## src/rtl/axi4_lite_pkg.sv

```systemverilog
// Shared AXI4-Lite definitions: the manager state enum and the response codes.
package axi4_lite_pkg;

  typedef enum logic [2:0] {
    IDLE         = 3'd0,
    WR_ADDR_DATA = 3'd1,
    WR_RESP      = 3'd2,
    RD_ADDR      = 3'd3,
    RD_DATA      = 3'd4,
    RESP         = 3'd5
  } state_e;

  localparam logic [1:0] OKAY   = 2'b00;
  localparam logic [1:0] EXOKAY = 2'b01;
  localparam logic [1:0] SLVERR = 2'b10;
  localparam logic [1:0] DECERR = 2'b11;

  function automatic logic resp_is_err(input logic [1:0] resp);
    return resp != OKAY;
  endfunction

endpackage

```

## src/rtl/axi4_lite_if.sv

```systemverilog
// AXI4-Lite bus bundle; clock and reset are carried for subordinates and never driven by the manager.
interface axi4_lite #(
  parameter int unsigned ADDR_WIDTH = 32,
  parameter int unsigned WIDTH      = 32
) (
  input logic aclk,
  input logic areset
);

  logic                    awvalid;
  logic                    awready;
  logic [ADDR_WIDTH-1:0]   awaddr;
  logic                    wvalid;
  logic                    wready;
  logic [WIDTH-1:0]        wdata;
  logic [WIDTH/8-1:0]      wstrb;
  logic                    bvalid;
  logic                    bready;
  logic [1:0]              bresp;
  logic                    arvalid;
  logic                    arready;
  logic [ADDR_WIDTH-1:0]   araddr;
  logic                    rvalid;
  logic                    rready;
  logic [WIDTH-1:0]        rdata;
  logic [1:0]              rresp;

  modport manager (
    output awvalid, awaddr, input awready,
    output wvalid, wdata, wstrb, input wready,
    input bvalid, bresp, output bready,
    output arvalid, araddr, input arready,
    input rvalid, rdata, rresp, output rready
  );

  modport subordinate (
    input aclk, areset,
    input awvalid, awaddr, output awready,
    input wvalid, wdata, wstrb, output wready,
    output bvalid, bresp, input bready,
    input arvalid, araddr, output arready,
    output rvalid, rdata, rresp, input rready
  );

endinterface

```

## src/rtl/axi4_lite_manager.sv

```systemverilog
// Single-outstanding AXI4-Lite manager bridging a local request/response port onto AW/W/B/AR/R.
module axi4_lite_manager
  import axi4_lite_pkg::*;
#(
  parameter int unsigned WIDTH      = 32,
  parameter int unsigned ADDR_WIDTH = 32
) (
  input  logic                  aclk,
  input  logic                  areset,
  input  logic                  req_valid,
  output logic                  req_ready,
  input  logic                  req_write,
  input  logic [ADDR_WIDTH-1:0] req_addr,
  input  logic [WIDTH-1:0]      req_wdata,
  input  logic [WIDTH/8-1:0]    req_wstrb,
  output logic                  rsp_valid,
  input  logic                  rsp_ready,
  output logic [WIDTH-1:0]      rsp_rdata,
  output logic                  rsp_err,
  axi4_lite.manager             axi
);

  localparam int unsigned STRB_W = WIDTH / 8;

  state_e                state_q, state_d;
  logic                  write_q, write_d;
  logic [ADDR_WIDTH-1:0] addr_q, addr_d;
  logic [WIDTH-1:0]      wdata_q, wdata_d;
  logic [STRB_W-1:0]     wstrb_q, wstrb_d;
  logic                  awvalid_q, awvalid_d;
  logic                  wvalid_q, wvalid_d;
  logic                  bready_q, bready_d;
  logic                  arvalid_q, arvalid_d;
  logic                  rready_q, rready_d;
  logic                  rsp_valid_q, rsp_valid_d;
  logic                  rsp_err_q, rsp_err_d;
  logic [WIDTH-1:0]      rsp_rdata_q, rsp_rdata_d;

  always_comb begin
    state_d     = state_q;
    write_d     = write_q;
    addr_d      = addr_q;
    wdata_d     = wdata_q;
    wstrb_d     = wstrb_q;
    awvalid_d   = awvalid_q;
    wvalid_d    = wvalid_q;
    bready_d    = bready_q;
    arvalid_d   = arvalid_q;
    rready_d    = rready_q;
    rsp_valid_d = rsp_valid_q;
    rsp_err_d   = rsp_err_q;
    rsp_rdata_d = rsp_rdata_q;

    case (state_q)
      IDLE: begin
        if (req_valid) begin
          write_d = req_write;
          addr_d  = req_addr;
          wdata_d = req_wdata;
          wstrb_d = req_wstrb;
          if (req_addr[1:0] != 2'b00) begin
            state_d     = RESP;
            rsp_valid_d = 1'b1;
            rsp_err_d   = 1'b1;
            rsp_rdata_d = '0;
          end else if (req_write) begin
            state_d   = WR_ADDR_DATA;
            awvalid_d = 1'b1;
            wvalid_d  = 1'b1;
          end else begin
            state_d   = RD_ADDR;
            arvalid_d = 1'b1;
          end
        end
      end

      // AW and W retire independently; B opens once both have handshaken.
      WR_ADDR_DATA: begin
        if (awvalid_q && axi.awready) awvalid_d = 1'b0;
        if (wvalid_q && axi.wready)   wvalid_d  = 1'b0;
        if (!awvalid_d && !wvalid_d) begin
          state_d  = WR_RESP;
          bready_d = 1'b1;
        end
      end

      WR_RESP: begin
        if (axi.bvalid) begin
          state_d     = RESP;
          bready_d    = 1'b0;
          rsp_valid_d = 1'b1;
          rsp_err_d   = resp_is_err(axi.bresp);
          rsp_rdata_d = '0;
        end
      end

      RD_ADDR: begin
        if (axi.arready) begin
          state_d   = RD_DATA;
          arvalid_d = 1'b0;
          rready_d  = 1'b1;
        end
      end

      RD_DATA: begin
        if (axi.rvalid) begin
          state_d     = RESP;
          rready_d    = 1'b0;
          rsp_valid_d = 1'b1;
          rsp_err_d   = resp_is_err(axi.rresp);
          rsp_rdata_d = axi.rdata;
        end
      end

      RESP: begin
        if (rsp_ready) begin
          state_d     = IDLE;
          rsp_valid_d = 1'b0;
        end
      end

      default: begin
        state_d     = IDLE;
        awvalid_d   = 1'b0;
        wvalid_d    = 1'b0;
        bready_d    = 1'b0;
        arvalid_d   = 1'b0;
        rready_d    = 1'b0;
        rsp_valid_d = 1'b0;
      end
    endcase
  end

  always_ff @(posedge aclk or posedge areset) begin
    if (areset) begin
      state_q     <= IDLE;
      write_q     <= 1'b0;
      addr_q      <= '0;
      wdata_q     <= '0;
      wstrb_q     <= '0;
      awvalid_q   <= 1'b0;
      wvalid_q    <= 1'b0;
      bready_q    <= 1'b0;
      arvalid_q   <= 1'b0;
      rready_q    <= 1'b0;
      rsp_valid_q <= 1'b0;
      rsp_err_q   <= 1'b0;
      rsp_rdata_q <= '0;
    end else begin
      state_q     <= state_d;
      write_q     <= write_d;
      addr_q      <= addr_d;
      wdata_q     <= wdata_d;
      wstrb_q     <= wstrb_d;
      awvalid_q   <= awvalid_d;
      wvalid_q    <= wvalid_d;
      bready_q    <= bready_d;
      arvalid_q   <= arvalid_d;
      rready_q    <= rready_d;
      rsp_valid_q <= rsp_valid_d;
      rsp_err_q   <= rsp_err_d;
      rsp_rdata_q <= rsp_rdata_d;
    end
  end

  assign req_ready   = (state_q == IDLE);
  assign rsp_valid   = rsp_valid_q;
  assign rsp_err     = rsp_err_q;
  assign rsp_rdata   = rsp_rdata_q;

  assign axi.awvalid = awvalid_q;
  assign axi.awaddr  = addr_q;
  assign axi.wvalid  = wvalid_q;
  assign axi.wdata   = wdata_q;
  assign axi.wstrb   = wstrb_q;
  assign axi.bready  = bready_q;
  assign axi.arvalid = arvalid_q;
  assign axi.araddr  = addr_q;
  assign axi.rready  = rready_q;

  // write_q is retained so the accepted request is fully held until IDLE.
  logic unused_write;
  assign unused_write = write_q;

endmodule

```

## src/flat_wrapper.sv

```systemverilog
// flat-port wrapper written by rule: the top's interface ports become plain ports
module axi4_lite_manager_flat import axi4_lite_pkg::*;
#(
  parameter int unsigned WIDTH      = 32,
  parameter int unsigned ADDR_WIDTH = 32
)
  (aclk, areset, req_valid, req_ready, req_write, req_addr, req_wdata, req_wstrb, rsp_valid, rsp_ready, rsp_rdata, rsp_err, axi_awvalid, axi_awaddr, axi_awready, axi_wvalid, axi_wdata, axi_wstrb, axi_wready, axi_bvalid, axi_bresp, axi_bready, axi_arvalid, axi_araddr, axi_arready, axi_rvalid, axi_rdata, axi_rresp, axi_rready);
  axi4_lite #(.ADDR_WIDTH(ADDR_WIDTH), .WIDTH(WIDTH)) axi_i (.aclk(aclk), .areset(areset));
  input  logic aclk;
  input  logic areset;
  input  logic req_valid;
  output logic req_ready;
  input  logic req_write;
  input  logic [ADDR_WIDTH-1:0] req_addr;
  input  logic [WIDTH-1:0] req_wdata;
  input  logic [WIDTH/8-1:0] req_wstrb;
  output logic rsp_valid;
  input  logic rsp_ready;
  output logic [WIDTH-1:0] rsp_rdata;
  output logic rsp_err;
  output wire logic [$bits(axi_i.awvalid)-1:0] axi_awvalid;
  output wire logic [$bits(axi_i.awaddr)-1:0] axi_awaddr;
  input wire logic [$bits(axi_i.awready)-1:0] axi_awready;
  output wire logic [$bits(axi_i.wvalid)-1:0] axi_wvalid;
  output wire logic [$bits(axi_i.wdata)-1:0] axi_wdata;
  output wire logic [$bits(axi_i.wstrb)-1:0] axi_wstrb;
  input wire logic [$bits(axi_i.wready)-1:0] axi_wready;
  input wire logic [$bits(axi_i.bvalid)-1:0] axi_bvalid;
  input wire logic [$bits(axi_i.bresp)-1:0] axi_bresp;
  output wire logic [$bits(axi_i.bready)-1:0] axi_bready;
  output wire logic [$bits(axi_i.arvalid)-1:0] axi_arvalid;
  output wire logic [$bits(axi_i.araddr)-1:0] axi_araddr;
  input wire logic [$bits(axi_i.arready)-1:0] axi_arready;
  input wire logic [$bits(axi_i.rvalid)-1:0] axi_rvalid;
  input wire logic [$bits(axi_i.rdata)-1:0] axi_rdata;
  input wire logic [$bits(axi_i.rresp)-1:0] axi_rresp;
  output wire logic [$bits(axi_i.rready)-1:0] axi_rready;
  assign axi_awvalid = axi_i.awvalid;
  assign axi_awaddr = axi_i.awaddr;
  assign axi_i.awready = axi_awready;
  assign axi_wvalid = axi_i.wvalid;
  assign axi_wdata = axi_i.wdata;
  assign axi_wstrb = axi_i.wstrb;
  assign axi_i.wready = axi_wready;
  assign axi_i.bvalid = axi_bvalid;
  assign axi_i.bresp = axi_bresp;
  assign axi_bready = axi_i.bready;
  assign axi_arvalid = axi_i.arvalid;
  assign axi_araddr = axi_i.araddr;
  assign axi_i.arready = axi_arready;
  assign axi_i.rvalid = axi_rvalid;
  assign axi_i.rdata = axi_rdata;
  assign axi_i.rresp = axi_rresp;
  assign axi_rready = axi_i.rready;
  axi4_lite_manager #(.WIDTH(WIDTH), .ADDR_WIDTH(ADDR_WIDTH)) u_core (.aclk(aclk), .areset(areset), .req_valid(req_valid), .req_ready(req_ready), .req_write(req_write), .req_addr(req_addr), .req_wdata(req_wdata), .req_wstrb(req_wstrb), .rsp_valid(rsp_valid), .rsp_ready(rsp_ready), .rsp_rdata(rsp_rdata), .rsp_err(rsp_err), .axi(axi_i));
endmodule
```

## config.mk

```make
export PLATFORM = sky130hd
export DESIGN_NAME = axi4_lite_manager_flat
export DESIGN_NICKNAME = d
export VERILOG_FILES = /design/src/rtl/axi4_lite_pkg.sv /design/src/rtl/axi4_lite_if.sv /design/src/rtl/axi4_lite_manager.sv /design/src/flat_wrapper.sv
export SDC_FILE = /design/constraint.sdc
export NUM_CORES = 1
export LEC_CHECK = 0
export ABC_AREA = 1
export CAP_MARGIN = 0
export CORE_UTILIZATION = 37
export CTS_CLUSTER_SIZE = 30
export DETAILED_ROUTE_END_ITERATION = 16
export GPL_TIMING_DRIVEN = 0
export PLACE_DENSITY = 0.86
export SLEW_MARGIN = 10
export SYNTH_ARGS = -nofsm -noshare
export SYNTH_HDL_FRONTEND = slang
export SYNTH_SLANG_ARGS = --single-unit
export TNS_END_PERCENT = 50
```

## constraint.sdc

```tcl
create_clock -name aclk -period 3.7 [get_ports aclk]
set_input_delay 0.74 -clock aclk [delete_from_list [all_inputs] [get_ports aclk]]
set_output_delay 0.74 -clock aclk [all_outputs]
set_load 0.05 [all_outputs]
```

### Word-level counts from Yosys, hierarchy flattened

Index checks and enable logic that the tools add are counted.

* add/sub/neg operators: 0
* $mul: 0
* divide/modulo/power cells: 0
* $lt $le $gt $ge: 0
* equal/unequal tests: 15
* shift operators: 0
* mux-type cells: 43
* bitwise operators: 5
* reductions and logical operators: 23

Operators with widths (count)
* two-way mux 32 bit: 4
* one-hot mux 32 bit (3 select lines): 1
* two-way mux 1 bit: 22
* two-way mux 3 bit: 7
* one-hot mux 1 bit (3 select lines): 6
* one-hot mux 3 bit (6 select lines): 1
* OR reduction 4 bit: 4
* inequality test 2 bit (second input constant): 7
* AND reduction 6 bit: 2
* AND reduction 5 bit: 2
* equality test 3 x 2 -> 1 bit (second input constant): 2
* equality test 3 bit (second input constant): 2
* inequality test 2 x 1 -> 1 bit (second input constant): 3
* AND reduction 3 bit: 2
* nonzero test 2 bit: 3
* NOT 1 bit: 5
* one-hot mux 1 bit (5 select lines): 1
* AND reduction 4 bit: 1
* equality test 3 x 1 -> 1 bit (second input constant): 1
* logical AND 1 bit: 3
* logical NOT 3 bit: 1
* nonzero test 3 bit: 1
* logical NOT 1 bit: 2
* two-way mux 2 bit: 1
* 2 further kinds: 2

* bits in registers: 110
* latch bits: 0
* bits in writable memories: 0
* bits in read-only memories: 0
* input port bits: 114
* output and inout bits: 140
* memories kept: 0

### Longest topological paths before layout

Gate-level depths: netlist of the first run.

* depth after elaboration: 7
* mapped depth: 10
* mapped depth without buffers: 9

### Worst setup path after synthesis of the first run

Ideal clock, no wire load.

* path kind: reg-to-output
* start: reg u_core.state_q[0]
* end: out req_ready
* data arrival time: 1.168 ns
* data required time: 2.960 ns
* slack: 1.792 ns
* cell stages (with the launch flop): 6
* buffers on the path: 2
* path through: dfrtp_1 -> buf_6 -> nor2_8 -> nand2_2 -> inv_2 -> buf_2

* longest elaborated chain between the ends: 1

Ends and longest elaborated chain
* from (decl): line axi4_lite_manager.sv:25 `state_e state_q, state_d;`
* from (signal assigned): line axi4_lite_manager.sv:150 `state_q <= state_d;`
* logical NOT 3 bit: line axi4_lite_manager.sv:166 `assign req_ready = (state_q == IDLE);`
* to (decl): line flat_wrapper.sv:12 `output logic req_ready;`

No other way between the ends.

### Worst setup path after layout of the first run

Same ends and word-level chain as after synthesis.

==> results of run 1 <==
==> critical path: cells and delay by family, from the launching register on <==
family,cells,cell delay [ps]
buf+inv,4,1370
simple gates,2,300
flops,1,370
==> flip-flops by register name (all words and copies together) (netlist names) <==
signal              flops
u_core.axi.rready       1
u_core.axi.awvalid      1
u_core.state_q          3
u_core.axi.araddr      32
u_core.axi.wdata       32
u_core.axi.arvalid      1
u_core.rsp_rdata       32
u_core.rsp_valid        1
u_core.axi.bready       1
u_core.axi.wstrb        4
u_core.rsp_err          1
u_core.axi.wvalid       1
==> cells by family after synthesis <==
group                  after synthesis  share of synthesized area
DFF                                110                      0.532
and+or+nand+nor                    412                      0.338
buffers and inverters              113                      0.122
AOI/OAI and AO/OA                    7                    0.00774
==> synth_stat cells, drive strengths merged <==
master / number
clkbuf: 14
buf: 52
o211ai: 2
nand3b: 1
dfrtp: 110
o21ai: 5
nand3: 83
nand2: 279
nor2: 46
nand4: 3
inv: 47
==> power breakdown <==
group	internal (mW)	switching [mW]
registers	1.67	0.302
logic	1.86	3.64
clock network	0.545	0.420
==> layout make-up <==
type | instances | share of cell area
sequential | 110 | 0.334
timing repair buffer | 253 | 0.309
multi-input combinational | 419 | 0.217
buffer | 66 | 0.0551
clock buffer | 13 | 0.0304
tap | 176 | 0.0267
inverter | 47 | 0.0220
clock inverter | 3 | 0.00532
==> per-stage QoR <==
step	hold WS, ps	total power, mW	util
2_1_floorplan	588	5.70	-
3_3_place_gp	453	7.39	0.588
3_5_place_dp	457	7.51	0.591
4_1_cts	475	8.49	0.612
5_1_grt	489	8.88	0.612
6_report	473	8.42	0.612
==> worst min path at each step <==
stage / from / to / slack, ps / depth (start not counted)
finish: u_core.axi.wdata[12] / u_core.axi.wdata[12] / 470 / 2
global route: u_core.rsp_rdata[13] / u_core.rsp_rdata[13] / 490 / 2
CTS: u_core.rsp_rdata[24] / u_core.rsp_rdata[24] / 470 / 2
detailed placement: u_core.rsp_rdata[24] / u_core.rsp_rdata[24] / 460 / 2
global placement: u_core.rsp_rdata[9] / u_core.rsp_rdata[9] / 450 / 2
floorplan: u_core.state_q[1] / u_core.state_q[1] / 590 / 3
==> routing by layer <==
metal / part of all wire / up-vias / GRT usage
li1: - / 2460 / -
met1: 0.42 / 2328 / 0.272
met2: 0.52 / 148 / 0.383
met3: 0.047 / 15 / 0.0307
met4: 0.016 / 0 / 0.0742
met5: 0 / - / 0
==> metrics.txt, run 1 <==
# TYPE chip_impl_metric gauge
chip_impl_metric{name="post-route-period-util",unit=""} 0.845
chip_impl_metric{name="top_level_ports",unit=""} 254
chip_impl_info{name="ys_top_cells_by_area",value="sky130_fd_sc_hd__dfrtp_1 53%, sky130_fd_sc_hd__nand2_1 20%, sky130_fd_sc_hd__nand3_1 7.6%"} 1
chip_impl_metric{name="drt-wirelength-per-cell",unit="um"} 14.2
chip_impl_metric{name="yosys_register_bits",unit=""} 110
chip_impl_metric{name="syn-cell-area",unit="mm^2"} 0.00517
chip_impl_metric{name="final_cell_area",unit="mm^2"} 0.00824
chip_impl_info{name="cts_tree",value="yes"} 1
chip_impl_metric{name="setup_tns",unit="ps"} 0
chip_impl_metric{name="buffers_from_clock_root_to_sink_at_most",unit=""} 2
chip_impl_metric{name="ys_seq_area_frac",unit=""} 0.532
chip_impl_info{name="final_cell_mix",value="273 x sky130_fd_sc_hd__nand2_1, 252 x sky130_fd_sc_hd__clkdlybuf4s50_1, 110 x sky130_fd_sc_hd__dfrtp_1"} 1
chip_impl_metric{name="timing.slew.headroom",unit=""} 0.626
chip_impl_metric{name="worst_pin_slew",unit="ps"} 559
chip_impl_metric{name="number_of_hold_buffers_added_after_cts",unit=""} 0
chip_impl_metric{name="die_w",unit="um"} 120
chip_impl_info{name="timing.rr.start",value="u_core.state_q[0]"} 1
chip_impl_info{name="timing.setup.critical_path_class",value="reg -> out"} 1
chip_impl_metric{name="seq_area",unit="mm^2"} 0.00275
chip_impl_metric{name="area_enclosed_by_the_die_boundary",unit="mm^2"} 0.0144
chip_impl_metric{name="port_buffers",unit=""} 252
chip_impl_info{name="worstSetupStartpointType",value="flop"} 1
chip_impl_info{name="outcome",value="complete, no violations"} 1
chip_impl_metric{name="instances_no_fill",unit=""} 1087
chip_impl_metric{name="row_count",unit=""} 42
chip_impl_metric{name="avgSynthCellArea",unit="um^2"} 8.05
chip_impl_metric{name="multi_input_area",unit="mm^2"} 0.00179
chip_impl_metric{name="finalMaxSlewViolations",unit=""} 0
chip_impl_metric{name="start_util",unit=""} 0.384
chip_impl_metric{name="cts-buffers-inserted",unit=""} 9
chip_impl_metric{name="dr.pass1.iters",unit=""} 6
chip_impl_metric{name="ir_drop",unit="V"} 0.000608
chip_impl_info{name="rsz0062_at_grt",value="no"} 1
chip_impl_metric{name="dieHeight",unit="um"} 120
chip_impl_metric{name="grt_usage",unit=""} 0.218
chip_impl_metric{name="worst_setup_margin",unit="ps"} 575
chip_impl_metric{name="fmax",unit="MHz"} 320
chip_impl_metric{name="drt-total-wl",unit="mm"} 15.5
chip_impl_metric{name="vias",unit=""} 4951
chip_impl_metric{name="globalRouteOverflowTotal",unit=""} 0
chip_impl_metric{name="worst_ep_required_time",unit="ps"} 2960
chip_impl_metric{name="power.density_cell_area",unit="mW/mm^2"} 1020
chip_impl_metric{name="gpl.final_weighted_congestion",unit=""} 0.832
chip_impl_info{name="worst_setup_path_endpoint",value="req_ready"} 1
chip_impl_metric{name="dpl.hpwl",unit="mm"} 12.0
chip_impl_info{name="cp-startpoint",value="u_core.state_q[0]"} 1
chip_impl_metric{name="fin_crit",unit="ps"} 3130
chip_impl_metric{name="tritoncts_num_sinks",unit=""} 110
chip_impl_metric{name="num_antenna_cells",unit=""} 0
chip_impl_metric{name="setup_viol_count_final",unit=""} 0
chip_impl_metric{name="r2r_setup_slack",unit="ps"} 2000
chip_impl_info{name="crit-reg2reg-capture",value="u_core.axi.wdata[7]"} 1
chip_impl_metric{name="post_synth_inst_count",unit=""} 642
chip_impl_metric{name="detail_route.vias_per_cell",unit=""} 4.55
chip_impl_info{name="timing.hold.worst.class",value="reg -> reg"} 1
chip_impl_metric{name="report.final.hold_viol_count",unit=""} 0
chip_impl_metric{name="post_synth_net_total",unit=""} 756
chip_impl_info{name="worstPathCellList",value="buf_6, nor2_8, nand2_2, inv_2, buf_2, clkdlybuf4s50_1"} 1
chip_impl_metric{name="fin_nets",unit=""} 1020
chip_impl_metric{name="placed_cells",unit=""} 1071
chip_impl_info{name="critical_path.endpoint_type",value="primary output"} 1
chip_impl_metric{name="maximum_number_of_pins_on_one_net_before_global_route_repair",unit=""} 77
chip_impl_metric{name="post_cts_resize_count",unit=""} 0
chip_impl_metric{name="yosys_warnings",unit=""} 0
chip_impl_metric{name="critical_path_peak_fanout",unit=""} 10
chip_impl_metric{name="post_cts_setup_buffer_count",unit=""} 0
chip_impl_metric{name="crit_arrival",unit="ps"} 2390
chip_impl_metric{name="detailedRoute.firstIterationViolations",unit=""} 279
chip_impl_metric{name="timing.max_cap.violations",unit=""} 0
chip_impl_metric{name="grt_pass1_wl",unit="mm"} 24.6
chip_impl_info{name="clock_tree.root_cell",value="sky130_fd_sc_hd__clkbuf_16"} 1
chip_impl_metric{name="clock_latency_late_sink",unit="ps"} 330
chip_impl_metric{name="r2r_cells",unit=""} 9
chip_impl_metric{name="area_growth_syn_to_layout",unit="%"} 59.4
chip_impl_metric{name="grt_antenna_before_repair",unit=""} 0
chip_impl_metric{name="synth_cell_types",unit=""} 19
chip_impl_metric{name="dpl_worst_slack",unit="ps"} 899
chip_impl_metric{name="core_area",unit="mm^2"} 0.0135
chip_impl_info{name="synthDominantAreaCellType",value="sky130_fd_sc_hd__dfrtp_1"} 1
chip_impl_metric{name="finClkSkew",unit="ps"} 6.13
chip_impl_metric{name="first_global_vias",unit=""} 4790
chip_impl_metric{name="drcViolationCount",unit=""} 0
chip_impl_metric{name="synth_top_cell_area_share",unit=""} 0.532
chip_impl_metric{name="cts.htree.levels",unit=""} 3
chip_impl_metric{name="post_route_cells_drive_above_1_share",unit=""} 0.0922
chip_impl_metric{name="placed_cell_area",unit="mm^2"} 0.00795
chip_impl_metric{name="power_leakage",unit="nW"} 4.21
chip_impl_metric{name="num-fill-cells",unit=""} 1176
chip_impl_info{name="crit_path_top_delay_cell",value="sky130_fd_sc_hd__clkdlybuf4s50_1"} 1
chip_impl_info{name="mostFrequentLayoutCell",value="sky130_fd_sc_hd__nand2_1"} 1
chip_impl_metric{name="route.antenna.remaining_nets",unit=""} 0
chip_impl_metric{name="cts_clock_pin_slew_for_the_worst_setup_and_hold_paths",unit="ps"} 70
chip_impl_metric{name="cpPeakStageDelay",unit="ps"} 830
No activity file was read; power rests on OpenSTA's default activity.
==> run 2: changes to the inputs <==
--- a/config.mk
+++ b/config.mk
@@ -7,11 +7,11 @@
 export LEC_CHECK = 0
 export ABC_AREA = 1
 export CAP_MARGIN = 0
-export CORE_UTILIZATION = 37
+export CORE_UTILIZATION = 41
 export CTS_CLUSTER_SIZE = 30
 export DETAILED_ROUTE_END_ITERATION = 16
 export GPL_TIMING_DRIVEN = 0
-export PLACE_DENSITY = 0.86
+export PLACE_DENSITY = 0.9
 export SLEW_MARGIN = 10
 export SYNTH_ARGS = -nofsm -noshare
 export SYNTH_HDL_FRONTEND = slang
==> constraint.sdc (replaced) <==
create_clock -name aclk -period 3.25 [get_ports aclk]
set_input_delay 0.65 -clock aclk [delete_from_list [all_inputs] [get_ports aclk]]
set_output_delay 0.65 -clock aclk [all_outputs]
set_load 0.05 [all_outputs]
==> run 2 against run 1 <==
Critical path depth unchanged. Largest cell class unchanged. Largest power group unchanged. Sequential power increased by 14%. First-iteration DRC count increased by 49%. Combinational power increased by 14%. Critical endpoint unchanged. Power increased by 17%. Register-to-register slack got worse by 460 ps. Wire length increased by 1.2%. Clock-buffer cell count decreased by 3. Final cell count decreased by 0.55%. Cell area increased by 1.2%. Non-clock buffer count increased by 2.
==> metrics.txt, run 2 (synthesis results as in run 1) <==
# TYPE chip_impl_metric gauge
chip_impl_metric{name="drt-total-wl",unit="mm"} 15.7
chip_impl_metric{name="post_route_cells_drive_above_1_share",unit=""} 0.0975
chip_impl_metric{name="fin_nets",unit=""} 1022
chip_impl_metric{name="clkPwrFrac",unit=""} 0.138
chip_impl_metric{name="cts-buffers-inserted",unit=""} 9
chip_impl_info{name="worstSetupStartpointType",value="flop"} 1
chip_impl_info{name="crit_path_top_delay_cell",value="sky130_fd_sc_hd__clkdlybuf4s50_1"} 1
chip_impl_metric{name="finalMaxSlewViolations",unit=""} 0
chip_impl_metric{name="hold-worst-slack",unit="ps"} 472
chip_impl_info{name="rsz0062_at_grt",value="no"} 1
chip_impl_metric{name="tritoncts_num_sinks",unit=""} 110
chip_impl_metric{name="placed_cell_area",unit="mm^2"} 0.00797
chip_impl_info{name="final_cell_mix",value="273 x sky130_fd_sc_hd__nand2_1, 252 x sky130_fd_sc_hd__clkdlybuf4s50_1, 110 x sky130_fd_sc_hd__dfrtp_1"} 1
chip_impl_metric{name="die_w",unit="um"} 114
chip_impl_metric{name="r2r_cells",unit=""} 9
chip_impl_metric{name="grt_antenna_before_repair",unit=""} 0
chip_impl_info{name="clock_tree.root_cell",value="sky130_fd_sc_hd__clkbuf_16"} 1
chip_impl_metric{name="top_level_ports",unit=""} 254
chip_impl_metric{name="core_area",unit="mm^2"} 0.0122
chip_impl_metric{name="drt-wirelength-per-cell",unit="um"} 14.5
chip_impl_metric{name="timing.max_cap.violations",unit=""} 0
chip_impl_metric{name="grt_usage",unit=""} 0.244
chip_impl_metric{name="setup_viol_count_final",unit=""} 0
chip_impl_metric{name="worst_ep_required_time",unit="ps"} 2600
chip_impl_metric{name="power_leakage",unit="nW"} 4.26
chip_impl_metric{name="grt_pass1_wl",unit="mm"} 24.3
chip_impl_metric{name="crit_arrival",unit="ps"} 2390
chip_impl_metric{name="power_frac_seq",unit=""} 0.227
chip_impl_metric{name="clock_latency_late_sink",unit="ps"} 350
chip_impl_metric{name="total_switching_power",unit="mW"} 5.00
chip_impl_metric{name="detailedRoute.firstIterationViolations",unit=""} 415
chip_impl_info{name="cts_tree",value="yes"} 1
chip_impl_metric{name="start_util",unit=""} 0.425
chip_impl_metric{name="post-route-period-util",unit=""} 0.936
chip_impl_metric{name="cts.htree.levels",unit=""} 3
chip_impl_metric{name="dpl_worst_slack",unit="ps"} 588
chip_impl_metric{name="fin_crit",unit="ps"} 3040
chip_impl_metric{name="critical_path_peak_fanout",unit=""} 10
chip_impl_metric{name="route.antenna.remaining_nets",unit=""} 0
chip_impl_info{name="mostFrequentLayoutCell",value="sky130_fd_sc_hd__nand2_1"} 1
chip_impl_info{name="timing.rr.start",value="u_core.state_q[0]"} 1
chip_impl_metric{name="net_switching_share_of_the_total_power",unit=""} 0.507
chip_impl_metric{name="power.internal",unit="mW"} 4.86
chip_impl_metric{name="worst_setup_margin",unit="ps"} 207
chip_impl_metric{name="num_antenna_cells",unit=""} 0
chip_impl_metric{name="first_global_vias",unit=""} 4792
chip_impl_metric{name="area_enclosed_by_the_die_boundary",unit="mm^2"} 0.0131
chip_impl_metric{name="dpl.hpwl",unit="mm"} 12.0
chip_impl_info{name="hp-start",value="u_core.axi.wdata[16]"} 1
chip_impl_info{name="timing.setup.critical_path_class",value="reg -> out"} 1
chip_impl_info{name="crit-reg2reg-capture",value="u_core.axi.wdata[1]"} 1
chip_impl_metric{name="drcViolationCount",unit=""} 0
chip_impl_metric{name="cts_clock_pin_slew_for_the_worst_setup_and_hold_paths",unit="ps"} 80
chip_impl_metric{name="ir_drop",unit="V"} 0.000646
chip_impl_info{name="worstPathCellList",value="buf_6, nor2_8, nand2_2, inv_2, buf_2, clkdlybuf4s50_1"} 1
chip_impl_metric{name="globalRouteOverflowTotal",unit=""} 0
chip_impl_info{name="outcome",value="complete, no violations"} 1
chip_impl_metric{name="port_buffers",unit=""} 252
chip_impl_metric{name="number_of_hold_buffers_added_after_cts",unit=""} 0
chip_impl_metric{name="cp_num_buf_inv",unit=""} 4
chip_impl_metric{name="final_cell_area",unit="mm^2"} 0.00834
chip_impl_info{name="critical_path.endpoint_type",value="primary output"} 1
chip_impl_metric{name="area_growth_syn_to_layout",unit="%"} 61.3
chip_impl_metric{name="row_count",unit=""} 40
chip_impl_info{name="timing.hold.worst.class",value="reg -> reg"} 1
chip_impl_metric{name="timing.slew.headroom",unit=""} 0.619
chip_impl_info{name="hold-path-endpoint",value="u_core.axi.wdata[16]"} 1
chip_impl_metric{name="report.final.hold_viol_count",unit=""} 0
chip_impl_metric{name="r2r_setup_slack",unit="ps"} 1540
chip_impl_metric{name="maximum_number_of_pins_on_one_net_before_global_route_repair",unit=""} 39
chip_impl_metric{name="buffers_from_clock_root_to_sink_at_most",unit=""} 2
chip_impl_metric{name="vias",unit=""} 5074
chip_impl_metric{name="dieHeight",unit="um"} 114
chip_impl_metric{name="cpPeakStageDelay",unit="ps"} 830
chip_impl_metric{name="setup_tns",unit="ps"} 0
chip_impl_metric{name="power.density_cell_area",unit="mW/mm^2"} 1180
chip_impl_metric{name="dr.pass1.iters",unit=""} 5
chip_impl_metric{name="min_path_cells",unit=""} 2
chip_impl_metric{name="power.share.combinational",unit=""} 0.635
chip_impl_metric{name="gpl.final_weighted_congestion",unit=""} 0.820
chip_impl_info{name="timing.critical_path.max_delay_family",value="buffers and inverters"} 1
chip_impl_metric{name="detail_route.vias_per_cell",unit=""} 4.69
chip_impl_metric{name="fmax",unit="MHz"} 329
chip_impl_metric{name="post_cts_resize_count",unit=""} 0
chip_impl_metric{name="post_cts_setup_buffer_count",unit=""} 0
chip_impl_metric{name="finClkSkew",unit="ps"} 8.74
chip_impl_metric{name="worst_pin_slew",unit="ps"} 570
-- run 2: cell types whose count changed in the layout (fill, tap and decap cells not counted), sizes merged --
cell | previous run | this run
clkinv | 2 | 1
buf | 53 | 55
clkinvlp | 0 | 2
bufinv | 1 | 4
inv | 47 | 46
clkbuf | 27 | 24
-- run 2: routing by layer --
layer | up-vias | share of wire | global-route usage
li1 | 2463 | - | -
met1 | 2391 | 0.40 | 0.290
met2 | 186 | 0.53 | 0.437
met3 | 34 | 0.048 | 0.0392
met4 | 0 | 0.028 | 0.102
met5 | - | 0 | 0
-- run 2: final cells by class --
| type | instances | area [um^2] |
|---|---|---|
| timing repair buffer | 255 | 2580 |
| fill | 933 | 3820 |
| tap | 168 | 210 |
| multi-input combinational | 419 | 1790 |
| buffer | 66 | 454 |
| inverter | 47 | 180 |
| sequential | 110 | 2750 |
| clock inverter | 6 | 133 |
| clock buffer | 10 | 239 |
-- run 2: power groups by stage --
stage	sequential [mW]	clock (mW)	combinational, mW
after global placement	2.23	0	6.15
after CTS	2.24	1.38	6.30
after detailed placement	2.25	0	6.27
after floorplan	3.93	0	2.57
after global routing	2.30	1.42	6.65
final	2.24	1.36	6.27
-- run 2: metrics by stage --
step	total power [mW]	utilization	instances
floorplan	6.49	-	642
global placement	8.39	0.650	1062
detailed placement	8.52	0.655	1065
CTS	9.91	0.686	1081
global route	10.4	0.686	1081
finish	9.86	0.686	1081
-- run 2: worst max path at each step --
| stage | cells past startpoint | from | slack [ps] | endpoint |
|---|---|---|---|---|
| floorplan | 1 | areset | 1270 | u_core.axi.araddr[0] |
| global placement | 2 | areset | 170 | u_core.axi.wdata[27] |
| detailed placement | 6 | u_core.state_q[0] | 590 | req_ready |
| CTS | 6 | u_core.state_q[0] | 200 | req_ready |
| global route | 6 | u_core.state_q[1] | 80 | req_ready |
| finish | 6 | u_core.state_q[0] | 210 | req_ready |
-- run 2: worst register-to-register path: stages, from the launching register on --
cell and delay [ps]:
sky130_fd_sc_hd__dfrtp_1 370, sky130_fd_sc_hd__buf_6 140, sky130_fd_sc_hd__nor2_8 190, sky130_fd_sc_hd__nand2_2 100
sky130_fd_sc_hd__inv_2 150, sky130_fd_sc_hd__nand2_2 110, sky130_fd_sc_hd__buf_2 210, sky130_fd_sc_hd__buf_6 170
sky130_fd_sc_hd__nand2_1 70, sky130_fd_sc_hd__nand2_1 60
